--- config.mk ---
export PLATFORM = sky130hd
export DESIGN_NAME = cascade_ctrl
export DESIGN_NICKNAME = d
export VERILOG_FILES = /design/src/rtl/cascade_ctrl.sv
export SDC_FILE = /design/constraint.sdc
export NUM_CORES = 1
export LEC_CHECK = 0
export ABC_CLOCK_PERIOD_IN_PS = 4700
export CAP_MARGIN = 10
export CORE_MARGIN = 4
export CORE_UTILIZATION = 45
export DETAILED_ROUTE_END_ITERATION = 8
export PLACE_DENSITY = 0.66
export SLEW_MARGIN = 5
export SYNTH_ARGS = -nofsm -noshare
export SYNTH_HDL_FRONTEND = slang
export SYNTH_SLANG_ARGS = --single-unit
--- constraint.sdc ---
create_clock -name clk -period 4.7 [get_ports clk]
set_input_delay 0.94 -clock clk [delete_from_list [all_inputs] [get_ports clk]]
set_output_delay 0.94 -clock clk [all_outputs]
set_load 0.02 [all_outputs]
--- src/rtl/cascade_ctrl.sv ---
// Cascade controller for an 8259-style interrupt controller: tracks the INTA
// pulse sequence, drives/samples the cascade bus and gates the vector byte.
module cascade_ctrl #(
  parameter int CAS_W   = 3,
  parameter int TIMEOUT = 64
) (
  input  logic                  clk,
  input  logic                  rst_n,
  input  logic                  sp_en_n,
  input  logic                  buff,
  input  logic                  buf_ms,
  input  logic                  sngl,
  input  logic                  upm,
  input  logic                  cfg_wr,
  input  logic [(1<<CAS_W)-1:0] icw3_in,
  input  logic                  int_ack_n,
  input  logic                  int_req,
  input  logic [CAS_W-1:0]      ir_level,
  input  logic [CAS_W-1:0]      cas_in,
  output logic [CAS_W-1:0]      cas_out,
  output logic                  cas_oe,
  output logic                  vec_oe,
  output logic                  en_n,
  output logic                  cl_sig,
  output logic [1:0]            pulse_idx,
  output logic                  done,
  output logic                  abort
);
  localparam int N  = 1 << CAS_W;
  localparam int CW = $clog2(TIMEOUT + 1);

  typedef enum logic [1:0] {IDLE, P1, GAP, PV} state_t;

  state_t          state;
  logic [N-1:0]    icw3, pend_val;
  logic            pend;
  logic            ack_q, armed;
  logic            master_l, upm_l, buff_l, casc_l, match_l;
  logic [CW-1:0]   cnt;

  logic            master_now, fall, rise, casc_now, match_now, vec_now;
  logic [CAS_W-1:0] lvl_now;
  logic [1:0]      last_idx;

  // armed keeps a strobe that is already low at reset release from looking like a fall
  assign fall       = armed & ack_q & ~int_ack_n;
  assign rise       = armed & ~ack_q & int_ack_n;
  assign master_now = buff ? buf_ms : sp_en_n;
  assign lvl_now    = int_req ? ir_level : {CAS_W{1'b1}};
  assign casc_now   = master_now & ~sngl & icw3[lvl_now];
  assign match_now  = (cas_in == icw3[CAS_W-1:0]);
  assign vec_now    = master_l ? ~casc_l : match_l;
  assign last_idx   = upm_l ? 2'd1 : 2'd2;

  always_ff @(posedge clk or negedge rst_n) begin
    if (!rst_n) begin
      state     <= IDLE;
      icw3      <= '0;
      pend_val  <= '0;
      pend      <= 1'b0;
      ack_q     <= 1'b1;
      armed     <= 1'b0;
      master_l  <= 1'b0;
      upm_l     <= 1'b0;
      buff_l    <= 1'b0;
      casc_l    <= 1'b0;
      match_l   <= 1'b0;
      cnt       <= '0;
      cas_out   <= '0;
      cas_oe    <= 1'b0;
      vec_oe    <= 1'b0;
      en_n      <= 1'b1;
      cl_sig    <= 1'b0;
      pulse_idx <= 2'd0;
      done      <= 1'b0;
      abort     <= 1'b0;
    end else begin
      armed <= 1'b1;
      ack_q <= int_ack_n;
      done  <= 1'b0;
      abort <= 1'b0;

      // a write that lands mid-sequence is parked and applied once back in IDLE
      if (cfg_wr) begin
        if (state == IDLE) begin
          icw3 <= icw3_in;
          pend <= 1'b0;
        end else begin
          pend_val <= icw3_in;
          pend     <= 1'b1;
        end
      end else if (state == IDLE && pend) begin
        icw3 <= pend_val;
        pend <= 1'b0;
      end

      case (state)
        IDLE: if (fall) begin
          state     <= P1;
          pulse_idx <= 2'd0;
          master_l  <= master_now;
          upm_l     <= upm;
          buff_l    <= buff;
          casc_l    <= casc_now;
          match_l   <= match_now;
          cas_oe    <= casc_now;
          cas_out   <= casc_now ? lvl_now : '0;
          cl_sig    <= master_now ? casc_now : match_now;
          vec_oe    <= 1'b0;
          en_n      <= 1'b1;
        end
        P1: if (rise) begin
          state <= GAP;
          cnt   <= '0;
        end
        GAP: begin
          // a fall in the timeout cycle still wins
          if (fall) begin
            state     <= PV;
            pulse_idx <= pulse_idx + 2'd1;
            vec_oe    <= vec_now;
            en_n      <= ~(vec_now & buff_l);
          end else if (cnt == CW'(TIMEOUT - 1)) begin
            state     <= IDLE;
            abort     <= 1'b1;
            cas_oe    <= 1'b0;
            cas_out   <= '0;
            cl_sig    <= 1'b0;
            vec_oe    <= 1'b0;
            en_n      <= 1'b1;
            pulse_idx <= 2'd0;
            cnt       <= '0;
          end else begin
            cnt <= cnt + CW'(1);
          end
        end
        PV: if (rise) begin
          vec_oe <= 1'b0;
          en_n   <= 1'b1;
          if (pulse_idx == last_idx) begin
            state     <= IDLE;
            done      <= 1'b1;
            cas_oe    <= 1'b0;
            cas_out   <= '0;
            cl_sig    <= 1'b0;
            pulse_idx <= 2'd0;
          end else begin
            state <= GAP;
            cnt   <= '0;
          end
        end
        default: state <= IDLE;
      endcase
    end
  end
endmodule

Word level (Yosys, flattened, before mapping). Cells that the tools add are included.

Output and inout bits: 11. Flip-flop bits (word level): 44.

Equality and inequality tests: 15. Mux-type cells: 61. Bitwise gates (word level): 13. Reduce and logical (&&, ||, !) cells: 13. Add/sub/neg operators: 2. $lt $le $gt $ge: 1.

Operators by type and width (number): $mux 7 (5); $mux 1 (26); $mux 8 (3); $mux 2 (11); $mux 3 (7); $pmux 7 s3 (1); $ne 2x2->1 const B (7); $pmux 1 s3 (4); $reduce_and 5->1 (2); $pmux 3 s3 (1); $pmux 2 s4 (1); $reduce_and 4->1 (2); $add 7x1->7 const B (1); $and 1x1->1 (7); $eq 7x6->1 const B (1); $not 1->1 (6); $pmux 2 s3 (1); $reduce_and 2->1 (3); $reduce_and 6->1 (1); $reduce_bool 3->1 (2); $eq 2x2->1 const B (2); $lt 3x4->1 const B (1); $bmux 1 s3 (1); $eq 3x3->1 (1); 8 further kinds (8).

Longest topological paths before layout.
Depth after elaboration: 7. Mapped depth: 6. Depth with buffers taken out: 5.

Least setup slack after synthesis. No wires, ideal clock.

Path kind: input -> register. Start point: in ir_level[2]. End point: reg cl_sig. Stages: 4. Path slack: 2641 ps. Path buffers: 0. Data required time: 4562 ps. Setup time: 138 ps. Data arrival time: 1922 ps. Cells stage by stage: mux4_2 nor2b_4 a221oi_4 o221ai_2.

Word-level cells in the longest chain between the ends: 7.

Ends and longest elaborated chain: start: declaration (RTL line 18) `input logic [CAS_W-1:0] ir_level,`; $mux 3 (RTL line 49) `assign lvl_now = int_req ? ir_level : {CAS_W{1'b1}};`; $bmux 1 s3 (RTL line 50) `assign casc_now = master_now & ~sngl & icw3[lvl_now];`; $mux 1 (implied by the code) (RTL line 50); $and 1x1->1 (RTL line 50); $mux 1 (RTL line 108) `cl_sig <= master_now ? casc_now : match_now;`; $mux 1 (RTL line 98) `IDLE: if (fall) begin`; $pmux 1 s3 (RTL line 97) `case (state)`; end signal: assignment (RTL line 108); end: declaration (RTL line 24) `output logic cl_sig,`.

No other way between the ends. The select of a mux whose other input is x is not followed. A chain may end at the register's enable or synchronous reset.

Final worst setup path.
Start point: in cfg_wr. End point: reg icw3[4].

Word-level cells in the longest chain between the ends: 2.

Ends and longest elaborated chain: start: declaration (RTL line 14) `input logic cfg_wr,`; $ne 2x1->1 (no line) / $reduce_bool 2->1 (equally long branches); $reduce_and 2->1 (no line); end signal: assignment (RTL line 86) `icw3 <= icw3_in;`; end signal: assignment (RTL line 93) `icw3 <= pend_val;`; end: declaration (RTL line 35) `logic [N-1:0] icw3, pend_val;`.

Several ways; a longest one is shown, not always the timed one.

==> impl_metrics.json <==
{
  "core_um2": 4750,
  "p_int_mw": 0.842,
  "worst_pin_slew_ns": 0.970,
  "r2r_cells": 4,
  "antenna_found_initial": 0,
  "multi_input_area_um2": 1030,
  "syn_inst": 201,
  "synth_area_leader_cell": "dfrtp_1",
  "pwr_density_cell_nw_per_um2": 485,
  "ys_ff_latch": 44,
  "dieWidth_um": 78.3,
  "ioPinCount": 35,
  "rsz0062_at_grt": "no",
  "status": "completed",
  "wl_per_cell_um": 14.2,
  "maxCapViolations": 0,
  "power_switching_mw": 0.465,
  "dieArea_um2": 6120,
  "setup_tns_ns": 0,
  "htreeDepth": 2,
  "synth_compound_area_share_pct": 16.3,
  "fillCellCount": 415,
  "post-dp-hpwl_um": 3160,
  "final_antenna_net_count": 0,
  "p_clk_share_pct": 19.1,
  "synthAdderAreaFrac_pct": 0.563,
  "grt_max_degree": 45,
  "drcViolationCount": 0,
  "clk_latency_ns": 0.30,
  "power.leakage_nw": 1.14,
  "period_needed_ns": 2.55,
  "rows": 25,
  "final_hold_viol_count": 0,
  "dr.pass1.iters": 4,
  "end_kind": "register",
  "gp_congestion": 0.739,
  "start_util_pct": 46.7,
  "drt_iter0_drc": 138,
  "ys_top_cells_by_area": "dfrtp_1 47%, mux2i_1 5.4%, mux2_2 4.1%",
  "async_flop_share_pct": 100,
  "ys_warn_count": 0,
  "synth_xor_area_share_pct": 1.18,
  "first_global_vias": 1597,
  "hold_depth": 1,
  "synth.distinct_cells": 52,
  "cp-start-kind": "input port",
  "cp_max_fo": 16,
  "yosysSeqAreaShare_pct": 49.7,
  "hold_ws_ns": 0.428,
  "die_y_um": 78.3,
  "io_buffers": 34,
  "hold_class": "reg -> reg",
  "synth_edf_count": 0,
  "clock_sinks": 44,
  "grt_pass1_wl_um": 7650,
  "avgSynthCellArea_um2": 11.0,
  "p_sw_share_pct": 35.6,
  "dr_total_vias": 1619,
  "wirelength_um": 4330,
  "seq_power_share_pct": 47.9,
  "peakVddDrop_uv": 211,
  "viasPerCell": 5.33,
  "setup_viol": 0,
  "cts_buffers": 5,
  "power_mw": 1.31,
  "crit_type": "in -> reg",
  "synth_fp_nets": 226,
  "fin_crit_sh_pct": 54.3,
  "cp.arrival_ns": 2.78,
  "clk_pin_slew_worst_paths_ns": 0.08,
  "cts_hold_buf": 0,
  "synth_ff_type": "dfrtp_1",
  "register_area_um2": 1100,
  "required_ns": 4.93,
  "clk_path_buf_depth": 2,
  "grt_use_total_pct": 15.6,
  "cts_tree": "yes",
  "max_freq_mhz": 392,
  "synth_simple_gate_area_share_pct": 17.9,
  "finalMaxSlewViolations": 0,
  "ctsResizeCount": 0,
  "synth_mux_area_share_pct": 10.5,
  "post_cts_buffers": 0,
  "grt-ovfl-total": 0,
  "finalNetCount": 261,
  "p_comb_share_pct": 33.1,
  "synth.top_cell.area_share_pct": 47.3,
  "skew_ns": 0.00862,
  "area_growth_pct": 21.4,
  "layout-drive-gt1-share_pct": 15.6,
  "synth_top_family_by_area": "simple AND/OR/NAND/NOR gates",
  "n_antenna_cell": 0,
  "netlist_area_um2": 2220,
  "slew_headroom_pct": 35.3,
  "cts_root_buffer": "clkbuf_8"
}
-- metrics by stage --
step	area [um^2]	worst slack (ns)	utilization, %	instances
floorplan	2220	2.64	-	201
global placement	2600	1.89	54.7	296
detailed placement	2600	1.82	54.7	296
CTS	2700	2.13	56.7	304
global route	2700	1.91	56.7	304
finish	2700	2.15	56.7	304
-- power by group through the flow --
stage               clock network, mW  logic (mW)  registers, mW
global route                    0.280       0.484          0.649
CTS                             0.260       0.438          0.626
global placement                    0       0.430          0.629
detailed placement                  0       0.436          0.634
floorplan                           0       0.284          0.629
finish                          0.249       0.432          0.626
-- path summary, 6_finish.rpt --
check,slack [ns],from,endpoint
setup / recovery,2.15,cfg_wr,icw3[4]$_DFFE_PN0P_
hold / removal,0.43,buff_l$_DFFE_PN0P_,en_n$_DFFE_PN1P_
setup reg to reg,2.58,state[1]$_DFFE_PN0P_,cnt[5]$_DFFE_PN0P_
hold reg to reg,0.43,buff_l$_DFFE_PN0P_,en_n$_DFFE_PN1P_
max in group asynchronous,3.31,rst_n,master_l$_DFFE_PN0P_
min in group asynchronous,0.79,rst_n,cnt[4]$_DFFE_PN0P_
-- Yosys cell counts (3+ instances only) --
library cell and instances:
o31ai_1 4, nor2_1 19, mux2_2 8, dfrtp_1 42, xor2_1 3, buf_2 3
a21oi_1 13, mux2i_1 12, nand2_1 17, a31oi_1 4, nand3_1 9, o21ai_0 6
inv_1 11
-- cell families (layout without fill, tap and decap cells) --
| logic type | after synthesis | count (layout) |
|---|---|---|
| buffers and inverters | 17 | 53 |
| adders and majority gates | 1 | 1 |
| and+or+nand+nor | 66 | 66 |
| DFF | 44 | 44 |
| muxes | 21 | 21 |
| other | 1 | 1 |
| AOI/OAI and AO/OA | 48 | 48 |
| xor gates and xnor gates | 3 | 3 |
-- routing by layer --
metal | up-vias | part of all wire, % | GRT usage (%)
met4 | 0 | 1.5 | 5.94
met1 | 769 | 47 | 21.9
met5 | - | 0 | 0
met3 | 5 | 5.3 | 3.10
li1 | 799 | - | -
met2 | 46 | 46 | 24.0
-- worst max-delay path, cell delays in order --
cell	delay, ns
clkdlybuf4s50_1	0.79
nor2_1	0.15
nor3_2	0.66
nor2_1	0.08
a21oi_1	0.15
-- flip-flops by register name, summed over array words and instances (netlist names), 2 cells and up --
| signal | count |
|---|---|
| icw3 | 8 |
| pend_val | 8 |
| cnt | 7 |
| cas_out | 3 |
| pulse_idx | 2 |
| state | 2 |
-- final cells by class --
cell class,count,area share (%)
Clock buffer,6,3.06
Clock inverter,2,0.557
Inverter,11,1.53
Multi-Input combinational cell,140,38.4
Sequential cell,44,40.9
Tap cell,67,3.11
Timing Repair Buffer,34,12.4
-- cells in the final DEF (no fill, tap or decap), drive strengths merged, types with 2 or more instances in the layout --
master,instances
o31ai,4
or3,2
mux2,8
nand4b,2
nor3,4
nand3,9
clkinvlp,2
clkbuf,6
inv,11
nand2,17
xor2,3
o32ai,2
and3b,2
nor2,19
nor2b,3
a21oi,13
o22ai,2
mux2i,12
dfstp,2
o21ai,10
and3,2
clkdlybuf4s50,33
dfrtp,42
a31oi,4
No activity file was read; power rests on OpenSTA's default activity.
